<file path="config.mk">
export PLATFORM = sky130hd
export DESIGN_NAME = seq_divider
export DESIGN_NICKNAME = d
export VERILOG_FILES = /design/src/rtl/mini_src_div_pkg.sv /design/src/rtl/div_step.sv /design/src/rtl/seq_divider.sv
export SDC_FILE = /design/constraint.sdc
export NUM_CORES = 1
export LEC_CHECK = 0
export CAP_MARGIN = 30
export CELL_PAD_IN_SITES_DETAIL_PLACEMENT = 0
export CELL_PAD_IN_SITES_GLOBAL_PLACEMENT = 1
export CORE_ASPECT_RATIO = 0.9
export CORE_MARGIN = 1.5
export CORE_UTILIZATION = 46
export CTS_CLUSTER_SIZE = 14
export DETAILED_ROUTE_END_ITERATION = 8
export PLACE_DENSITY_LB_ADDON = 0.1
export SYNTH_ARGS = -nofsm -noshare
export SYNTH_HDL_FRONTEND = slang
export SYNTH_HIERARCHICAL = 1
export SYNTH_SLANG_ARGS = --single-unit
</file>
<file path="constraint.sdc">
create_clock -name clock -period 7.3 [get_ports clock]
set_input_delay 2.19 -clock clock [delete_from_list [all_inputs] [get_ports clock]]
set_output_delay 2.19 -clock clock [all_outputs]
set_load 0.005 [all_outputs]
</file>
<file path="src/rtl/mini_src_div_pkg.sv">
// Shared definitions for the Mini-SRC sequential divider: width, FSM states
// and the quotient reported when dividing by zero.
package mini_src_div_pkg;

  localparam int DIV_WIDTH = 32;
  localparam logic [DIV_WIDTH-1:0] DIV0_QUOTIENT = 32'hFFFFFFFF;

  typedef enum logic [2:0] {
    IDLE  = 3'd0,
    SETUP = 3'd1,
    ITER  = 3'd2,
    FIX   = 3'd3,
    DONE  = 3'd4
  } div_state_t;

endpackage

</file>
<file path="src/rtl/div_step.sv">
// One restoring-division step on magnitudes: shift {A,Q} left, trial-subtract
// the divisor from A, keep the difference and set Q[0] when it did not borrow.
module div_step
  import mini_src_div_pkg::*;
#(
  parameter int WIDTH = DIV_WIDTH
) (
  input  logic [2*WIDTH:0] i_aq,
  input  logic [WIDTH-1:0] i_dmag,
  output logic [2*WIDTH:0] o_aq
);

  logic [2*WIDTH:0] w_sh;
  logic [WIDTH:0]   w_a;
  logic [WIDTH:0]   w_t;
  logic             w_ge;

  // A stays below |divisor| between steps, so its top bit is always zero
  // before the shift and nothing is lost off the left end.
  assign w_sh = {i_aq[2*WIDTH-1:0], 1'b0};
  assign w_a  = w_sh[2*WIDTH:WIDTH];
  assign w_ge = (w_a >= {1'b0, i_dmag});
  assign w_t  = w_a - {1'b0, i_dmag};
  assign o_aq = w_ge ? {w_t, w_sh[WIDTH-1:1], 1'b1} : w_sh;

endmodule

</file>
<file path="src/rtl/seq_divider.sv">
// Iterative signed divider: magnitudes divided one bit per clock, signs fixed
// at the end; quotient to LO, remainder (sign of dividend) to HI.
module seq_divider
  import mini_src_div_pkg::*;
#(
  parameter int WIDTH = DIV_WIDTH
) (
  input  logic             clock,
  input  logic             reset,
  input  logic             start,
  input  logic [WIDTH-1:0] dividend,
  input  logic [WIDTH-1:0] divisor,
  output logic             busy,
  output logic             done,
  output logic [WIDTH-1:0] quotient,
  output logic [WIDTH-1:0] remainder,
  output logic             div_by_zero
);

  localparam int CW = $clog2(WIDTH);

  div_state_t       r_state;
  div_state_t       w_next;
  logic [WIDTH-1:0] r_dvd;
  logic [WIDTH-1:0] r_dvs;
  logic             r_sign_q;
  logic             r_sign_r;
  logic [2*WIDTH:0] r_aq;
  logic [CW-1:0]    r_cnt;
  logic [WIDTH-1:0] r_quot;
  logic [WIDTH-1:0] r_rem;
  logic             r_dbz;

  logic [WIDTH-1:0] w_dvd_mag;
  logic [WIDTH-1:0] w_dvs_mag;
  logic [2*WIDTH:0] w_aq_next;
  logic [WIDTH-1:0] w_q;
  logic [WIDTH-1:0] w_a;

  // Negating -2^(WIDTH-1) wraps to itself, which read unsigned is the
  // correct magnitude.
  assign w_dvd_mag = r_dvd[WIDTH-1] ? -r_dvd : r_dvd;
  assign w_dvs_mag = r_dvs[WIDTH-1] ? -r_dvs : r_dvs;
  assign w_q       = r_aq[WIDTH-1:0];
  assign w_a       = r_aq[2*WIDTH-1:WIDTH];

  div_step #(.WIDTH(WIDTH)) u_step (
    .i_aq   (r_aq),
    .i_dmag (w_dvs_mag),
    .o_aq   (w_aq_next)
  );

  always_comb begin
    w_next = r_state;
    busy   = 1'b0;
    done   = 1'b0;
    case (r_state)
      IDLE:  if (start) w_next = SETUP;
      SETUP: begin
        busy   = 1'b1;
        w_next = (r_dvs == '0) ? DONE : ITER;
      end
      ITER: begin
        busy = 1'b1;
        if (r_cnt == '0) w_next = FIX;
      end
      FIX: begin
        busy   = 1'b1;
        w_next = DONE;
      end
      DONE: begin
        done   = 1'b1;
        w_next = IDLE;
      end
      default: w_next = IDLE;
    endcase
  end

  always_ff @(posedge clock) begin
    if (reset) begin
      r_state  <= IDLE;
      r_dvd    <= '0;
      r_dvs    <= '0;
      r_sign_q <= 1'b0;
      r_sign_r <= 1'b0;
      r_aq     <= '0;
      r_cnt    <= '0;
      r_quot   <= '0;
      r_rem    <= '0;
      r_dbz    <= 1'b0;
    end else begin
      r_state <= w_next;
      case (r_state)
        IDLE: begin
          if (start) begin
            r_dvd    <= dividend;
            r_dvs    <= divisor;
            r_sign_q <= dividend[WIDTH-1] ^ divisor[WIDTH-1];
            r_sign_r <= dividend[WIDTH-1];
            r_dbz    <= 1'b0;
          end
        end
        SETUP: begin
          r_aq  <= {{(WIDTH+1){1'b0}}, w_dvd_mag};
          r_cnt <= CW'(WIDTH-1);
          if (r_dvs == '0) begin
            r_quot <= DIV0_QUOTIENT;
            r_rem  <= r_dvd;
            r_dbz  <= 1'b1;
          end
        end
        ITER: begin
          r_aq  <= w_aq_next;
          r_cnt <= r_cnt - CW'(1);
        end
        FIX: begin
          r_quot <= r_sign_q ? -w_q : w_q;
          r_rem  <= r_sign_r ? -w_a : w_a;
        end
        default: ;
      endcase
    end
  end

  assign quotient    = r_quot;
  assign remainder   = r_rem;
  assign div_by_zero = r_dbz;

endmodule

</file>
==> run metrics <==
via count 12000; max cap viols 0; Final Max Tran Viols 0; Hold Crit Start div_by_zero$_SDFFE_PP0P_; Cells after Synth 1648; Net Sw Frac 0.347; DR pass1 iterations 5; maximum vdd drop 0.000147 V; Reg clk slew, reported paths 0.06 ns; RePlAce Congestion 0.887; area delta synth->final 15.8%; sequential share of power 0.363; Rel. slew slack 0.350; sw power 1250 uW; slowest CP cell or4_4; DR iter-0 viols 1011; Critical Path Fanout Max 10; internal power 2350 uW; RSZ-0062 raised after global routing false; kind of critical path register to register; layout cells sized above 1 0.0682; initial antenna violation count 0; vias in the first global route 11000; Pwr Density 246 mW/mm^2; IO Count 134; Pleak 0.00545 uW; Die X 178 um; fill cell count 2699; Die Y 160 um; CP Cell Sequence or4_4 -> or2_2 -> or3_1 -> o41ai_1 -> xnor2_1 -> inv_1 -> ha_1 -> nand4_1 -> nor4_1 -> o311ai_1 -> a31oi_1 -> o21ai_1 -> o21bai_1 -> nor2_1 -> a221oi_1 -> a21oi_1 -> a22oi_1 -> nor2_1; worst flop-to-flop path endpoint r_aq[62]$_SDFFE_PP0P_; postcts setup bufs 0; CTS resizes 0; Worst Hold Path Cells 2; vias per std cell 5.87; minimum clock period 5.30 ns; fin crit share 0.726; max incr delay on CP 0.59 ns; clock sink count 202; crit-path most repeated cell nor2_1; htree depth 1; Final #Nets 1774; crit path DAT 5.69 ns; worst min-delay path category register to register; FF-to-FF path depth 18; Reg2Reg Launch Point r_dvs[5]$_SDFFE_PP0P_; Final WS setup 2.00 ns; total track usage 0.274; Worst R2R Setup Slack 2.00 ns; crit path launch type register; DP Worst Slack 2.03 ns; synthesized net count 1753; Max clock buf depth 3; Core Rows 57; largest net degree at the start of global routing 124; hold buffers post-CTS 0; Routed Antenna Nets 0; WHS Endpoint div_by_zero$_SDFFE_PP0P_; gr ovfl total 0; antenna cells 0; Syn Area/Cell 7.67 sq um; CTS tree done; Final TNS setup 0 ns; final hold vios 0; core area 0.0270 sq mm; Final setup viols 0; DPL Wire Length 28500 um; Initial Util 0.468; CTS Buf Count 24; per-cell routed wire length 19.2 um; slew at the pin closest to its max-slew limit 0.975 ns; clock group share of total power 0.337; die area 0.0285 sq mm; Worst Path Required 7.69 ns; Total Wirelength 39200 um; port bufs 133; logic gate share of total power 0.300; first-pass GRT wire length 62000 um; Mapped Area 0.0126 sq mm; Max Clk Rate 0.189 GHz; status finished, final reports clean; final clock skew 0.0166 ns; clk_lat worst skew 0.53 ns; YS warnings 6; DRC Markers 0; Setup crit end kind register; clock root cell clkbuf_16
-- metal layers --
layer | wire [um] | up-vias | track usage | share of wire
met5 | 0 | - | 0 | 0
met4 | 591 | 0 | 0.0565 | 0.015
met3 | 3270 | 41 | 0.0505 | 0.083
met2 | 15400 | 377 | 0.377 | 0.39
met1 | 19900 | 5667 | 0.435 | 0.51
li1 | - | 5885 | - | -
-- registers in the layout (all words and copies together) (netlist names) --
name and cells:
quotient 32, r_aq 64, r_dvs 32, r_dvd 32
r_sign_q 1, r_state 3, remainder 32, r_cnt 5
div_by_zero 1
-- cells in the final DEF, fill, tap and decap left out, drive strengths merged, types with 10 or more instances in the layout --
cell type	n
or2	14
a31oi	11
o41ai	22
a21oi	128
o31ai	43
or3	11
or4	17
nor2b	10
nand4	13
inv	55
a211oi	31
buf	16
nor2	150
xor2	55
nor3	46
ha	37
a221oi	10
a21o	12
o22ai	29
nand2b	14
a22oi	58
xnor2	77
nor4	18
nand3	22
clkbuf	36
clkdlybuf4s50	132
nand2	240
dfxtp	202
o21ai	81
-- critical path: cells and delay by family (launching register included) --
family | cells | cell delay [ns]
DFF | 1 | 0.36
and+or+nand+nor | 7 | 2.09
xor gates and xnor gates | 1 | 0.19
adders and majority gates | 1 | 0.47
AOI/OAI and AO/OA | 8 | 1.97
buffers and inverters | 1 | 0.08
-- how the worst max path moves through the flow --
stage                                  endpoint  cells after the start             startpoint
final                     r_aq[62]$_SDFFE_PP0P_                     18  r_dvs[5]$_SDFFE_PP0P_
after global routing      r_aq[50]$_SDFFE_PP0P_                     19  r_dvs[0]$_SDFFE_PP0P_
after CTS                 r_aq[50]$_SDFFE_PP0P_                     18  r_dvs[5]$_SDFFE_PP0P_
after detailed placement  r_aq[50]$_SDFFE_PP0P_                     18  r_dvs[5]$_SDFFE_PP0P_
after global placement    r_aq[50]$_SDFFE_PP0P_                     19  r_dvs[0]$_SDFFE_PP0P_
after floorplan           r_aq[62]$_SDFFE_PP0P_                     19  r_dvs[5]$_SDFFE_PP0P_
-- metrics by stage --
step           instances   util  total power [uW]  instance area (sq um)  hold WS [ns]
6_report            2040  0.541              3600                  14600         0.472
5_1_grt             2040  0.541              3790                  14600         0.509
4_1_cts             2040  0.541              3600                  14600         0.473
3_5_place_dp        1997  0.512              2390                  13800         0.463
3_3_place_gp        1996  0.511              2380                  13800         0.457
2_1_floorplan       1648      -              2060                  12600         0.444
-- layout make-up --
type | count | area [sq um] | share of cell area
Tap cell | 354 | 443 | 0.0303
Inverter | 55 | 206 | 0.0141
Clock buffer | 36 | 707 | 0.0483
Sequential cell | 202 | 4050 | 0.276
Multi-Input combinational cell | 1238 | 7680 | 0.525
Timing Repair Buffer | 148 | 1470 | 0.100
Clock inverter | 7 | 87.6 | 0.00599
-- power groups by stage --
| stage | clock network (uW) | registers (uW) | logic (uW) |
|---|---|---|---|
| after floorplan | 0 | 1280 | 787 |
| after global placement | 0 | 1330 | 1050 |
| after detailed placement | 0 | 1330 | 1060 |
| after CTS | 1230 | 1300 | 1070 |
| after global routing | 1280 | 1320 | 1190 |
| final | 1210 | 1300 | 1080 |
(Power assumes the default switching activity.)
==> edit 1: new RTL, config.mk and constraints unchanged <==
Encoding of `div_state_t`: now one-hot (5 bits for 5 states).
--- a/src/rtl/mini_src_div_pkg.sv
+++ b/src/rtl/mini_src_div_pkg.sv
@@ -6,10 +6,10 @@
   localparam logic [DIV_WIDTH-1:0] DIV0_QUOTIENT = 32'hFFFFFFFF;
 
-  typedef enum logic [2:0] {
-    IDLE  = 3'd0,
-    SETUP = 3'd1,
-    ITER  = 3'd2,
-    FIX   = 3'd3,
-    DONE  = 3'd4
+  typedef enum logic [4:0] {
+    IDLE  = 5'b00001,
+    SETUP = 5'b00010,
+    ITER  = 5'b00100,
+    FIX   = 5'b01000,
+    DONE  = 5'b10000
   } div_state_t;
 
Behaviour: same outputs for any inputs over 10 cycles, from zero or initial values and one cycle with reset high; not proved beyond that.
==> edit 1 against the unedited design <==
Wire length down 2.1%; clock skew rose by 0.0047 ns; sequential cell count grew 2; sequential power shrank 8%; total power down 18%; area after synthesis grew 0.57%; via count is 1.5% higher; design area is essentially flat; first-iteration DRC count rose by 7.3%; worst hold slack worse by 0.0069 ns; synthesized cell count grew 1.4%; worst setup slack improved by 0.018 ns; critical endpoint is now r_aq[63]$_SDFFE_PP0P_; largest cell class unchanged; highest routed layer unchanged.
==> edit 1: results (changes against the unedited design) <==
<table>
<tr><th>Metric</th><th>Value</th></tr>
<tr><th colspan="2">Layout</th></tr>
<tr><td>Multi-input comb cells</td><td>1,260 (was 1,238)</td></tr>
<tr><td>Number of non-clock buffers</td><td>149 (was 148)</td></tr>
<tr><td>Util after Layout</td><td>54.0% (was 54.1%)</td></tr>
<tr><td>Clock network area share</td><td>4.95% (was 5.43%)</td></tr>
<tr><td>Number of ordinary inverters in the final layout</td><td>59 (was 55)</td></tr>
<tr><td>Layout cell share with drive strength beyond 1</td><td>5.61% (was 6.82%)</td></tr>
<tr><td>Non-clock buffers, area share</td><td>10.0% (about the same)</td></tr>
<tr><td>Fill cell count</td><td>2,644 (was 2,699)</td></tr>
<tr><td>Count of clock buffers in the final design</td><td>35 (was 36)</td></tr>
<tr><td>Area occupied by multi-input gates</td><td>7690 µm² (was 7680 µm²)</td></tr>
<tr><th colspan="2">Route</th></tr>
<tr><td>DR vias</td><td>12,155 (was 11,970)</td></tr>
<tr><td>Number of vias per cell</td><td>5.89 (was 5.87)</td></tr>
<tr><td>Length of routed met2 wiring</td><td>15,600 µm (was 15,400 µm)</td></tr>
<tr><td>Wirelength, routed</td><td>38,300 µm (was 39,200 µm)</td></tr>
<tr><td>Iteration-0 DRC count of the detailed router</td><td>1,085 (was 1,011)</td></tr>
<tr><td>M1 wire length</td><td>19,500 µm (was 19,900 µm)</td></tr>
<tr><th colspan="2">Placed design</th></tr>
<tr><td>Post-Place Cell Area</td><td>13,900 µm² (was 13,800 µm²)</td></tr>
<tr><td>Placed cell count</td><td>2,025 (was 1,997)</td></tr>
<tr><td>Worst Setup Slack post-DPL</td><td>1.99 ns (was 2.03 ns)</td></tr>
<tr><th colspan="2">Power and ir drop</th></tr>
<tr><td>Cell-internal power</td><td>2050 µW (was 2350 µW)</td></tr>
<tr><td>Worst voltage drop across the vdd grid</td><td>0.164 mV (was 0.147 mV)</td></tr>
<tr><th colspan="2">GRT</th></tr>
<tr><td>Vias in the first global route</td><td>10,925 (was 10,976)</td></tr>
<tr><td>First-pass GRT wire length</td><td>60,400 µm (was 62,000 µm)</td></tr>
<tr><td>Met3 layer usage reported by global route</td><td>4.02% (was 5.05%)</td></tr>
<tr><td>Maximum number of pins on one net before global-route repair</td><td>74 (was 124)</td></tr>
<tr><td>Met2 routing resource usage after global routing</td><td>37.4% (was 37.7%)</td></tr>
<tr><th colspan="2">STA</th></tr>
<tr><td>Max-Slew Margin vs Limit</td><td>27.1% (was 35.0%)</td></tr>
<tr><th colspan="2">Logic synthesis</th></tr>
<tr><td>Mean area per synthesized cell</td><td>7.61 µm² (was 7.67 µm²)</td></tr>
<tr><td>Synthesized netlist net count</td><td>1,776 (was 1,753)</td></tr>
<tr><th colspan="2">Status</th></tr>
<tr><td>Result of the run</td><td>complete, no violations (unchanged)</td></tr>
<tr><th colspan="2">Clock tree</th></tr>
<tr><td>Clock Sink Count</td><td>204 (was 202)</td></tr>
<tr><th colspan="2">Critical path</th></tr>
<tr><td>Highest net fanout along the worst path</td><td>32 (was 10)</td></tr>
</table>
==> edit 1: power groups by stage <==
stage	Clock [µW]	Combinational [µW]	Sequential, µW
2_1_floorplan	0	462	1200
3_3_place_gp	0	610	1230
3_5_place_dp	0	611	1230
4_1_cts	1130	613	1210
5_1_grt	1180	694	1210
6_report	1120	628	1200
==> edit 1: final timing paths <==
check | start | to | slack (ns) | cells past startpoint
worst max-delay path | r_dvs[6]$_SDFFE_PP0P_ | r_aq[63]$_SDFFE_PP0P_ | 2.02 | 19
worst max register to register | r_dvs[6]$_SDFFE_PP0P_ | r_aq[63]$_SDFFE_PP0P_ | 2.02 | 19
worst min register to register | div_by_zero$_SDFFE_PP0P_ | div_by_zero$_SDFFE_PP0P_ | 0.47 | 2
worst min-delay path | div_by_zero$_SDFFE_PP0P_ | div_by_zero$_SDFFE_PP0P_ | 0.47 | 2
==> edit 2: new RTL, same flow settings <==
Without the edit above. Set the package constant `DIV_WIDTH` to 64 (it was 32).
--- a/src/rtl/mini_src_div_pkg.sv
+++ b/src/rtl/mini_src_div_pkg.sv
@@ -3,5 +3,5 @@
 package mini_src_div_pkg;
 
-  localparam int DIV_WIDTH = 32;
+  localparam int DIV_WIDTH = 64;
   localparam logic [DIV_WIDTH-1:0] DIV0_QUOTIENT = 32'hFFFFFFFF;
 
Interface: changed (resized dividend, divisor, quotient and remainder); port bits go from 134 to 262. The function was not compared with the original's and may differ.
==> edit 2 against the unedited design <==
Wire length is 110% higher; worst setup slack worse by 1.2 ns; synthesized cell count is 100% higher; design area is 100% higher; sequential cell count is 193 higher; die area is 100% higher; global-route usage is 0.75 points higher; area after synthesis is 100% higher; sequential share of layout area is 0.73 points lower; total power is 89% higher; critical path type unchanged; largest power group unchanged.
==> edit 2: results (changes against the unedited design) <==
<table>
<tr><th>Metric</th><th>Value</th></tr>
<tr><th colspan="2">Power and ir drop</th></tr>
<tr><td>Static Leakage</td><td>0.0110 µW (was 0.00545 µW)</td></tr>
<tr><td>Worst voltage drop across the vdd grid</td><td>0.161 mV (was 0.147 mV)</td></tr>
<tr><th colspan="2">GRT</th></tr>
<tr><td>Vias in the first global route</td><td>22,211 (was 10,976)</td></tr>
<tr><td>First-pass GRT wire length</td><td>128,000 µm (was 62,000 µm)</td></tr>
<tr><td>Maximum number of pins on one net before global-route repair</td><td>212 (was 124)</td></tr>
<tr><th colspan="2">Layout</th></tr>
<tr><td>Net count reported at finish</td><td>3,534 (was 1,774)</td></tr>
<tr><td>Fill cell count</td><td>5,221 (was 2,699)</td></tr>
<tr><td>Flip-flop count of the largest register after layout</td><td>128 (was 64)</td></tr>
<tr><th colspan="2">Critical path</th></tr>
<tr><td>Worst r2r path cells</td><td>22 (was 18)</td></tr>
<tr><td>End of the worst register-to-register path</td><td>r_aq[67]$_SDFFE_PP0P_ (was r_aq[62]$_SDFFE_PP0P_)</td></tr>
<tr><td>Data arrival time at the worst-slack endpoint</td><td>6.93 ns (was 5.69 ns)</td></tr>
<tr><td>Highest net fanout along the worst path</td><td>51 (was 10)</td></tr>
<tr><td>Standard cell with the maximum stage delay on the critical path</td><td>sky130_fd_sc_hd__nor4b_1 (was sky130_fd_sc_hd__or4_4)</td></tr>
<tr><th colspan="2">Placed design</th></tr>
<tr><td>Global placement routability congestion</td><td>0.949 (was 0.887)</td></tr>
<tr><td>Post-Place Cell Area</td><td>27,900 µm² (was 13,800 µm²)</td></tr>
<tr><td>Count of buffers inserted at the top-level ports</td><td>261 (was 133)</td></tr>
<tr><th colspan="2">Hold path</th></tr>
<tr><td>Hold-critical path endpoint</td><td>remainder[9]$_SDFFE_PP0P_ (was div_by_zero$_SDFFE_PP0P_)</td></tr>
<tr><td>Launch instance of the worst min-delay path</td><td>remainder[9]$_SDFFE_PP0P_ (was div_by_zero$_SDFFE_PP0P_)</td></tr>
<tr><th colspan="2">Clock tree</th></tr>
<tr><td>Total clock buffers created by CTS</td><td>44 (was 24)</td></tr>
<tr><td>H-tree levels</td><td>2 (was 1)</td></tr>
<tr><th colspan="2">Status</th></tr>
<tr><td>Result of the run</td><td>complete, no violations (unchanged)</td></tr>
<tr><th colspan="2">Route</th></tr>
<tr><td>DR vias</td><td>24,260 (was 11,970)</td></tr>
<tr><td>Iteration-0 DRC count of the detailed router</td><td>1,785 (was 1,011)</td></tr>
<tr><th colspan="2">STA</th></tr>
<tr><td>Tightest Pin Transition</td><td>1.03 ns (was 0.975 ns)</td></tr>
<tr><td>Final hold slack</td><td>0.475 ns (was 0.472 ns)</td></tr>
</table>
edit 2: cell type report:
| type | count | area share [%] |
|---|---|---|
| Inverter | 96 | 1.23 |
| Sequential cell | 395 | 26.9 |
| Tap cell | 705 | 3.00 |
| Clock inverter | 13 | 0.706 |
| Clock buffer | 63 | 4.30 |
| Multi-Input combinational cell | 2501 | 53.8 |
| Timing Repair Buffer | 294 | 10.1 |
edit 2: metal layers:
metal,GRT usage (%),wire length [µm]
met4,7.32,1910
met5,0,0
met1,41.1,40200
met2,44.1,36600
met3,2.97,4520
edit 2: worst max-delay path, delay by kind of cell, from the launching register on:
family / cells / cell delay [ns]
and+or+nand+nor: 10 / 3.10
DFF: 1 / 0.35
adders and majority gates: 2 / 0.61
muxes: 1 / 0.37
buffers and inverters: 3 / 0.48
xor gates and xnor gates: 1 / 0.14
AOI/OAI and AO/OA: 5 / 1.21
edit 2: where the power goes:
group,total [µW],internal [µW],switching [µW]
Combinational,2020,741,1280
Sequential,2480,2280,192
Clock,2310,1350,956
Total,6800,4380,2430
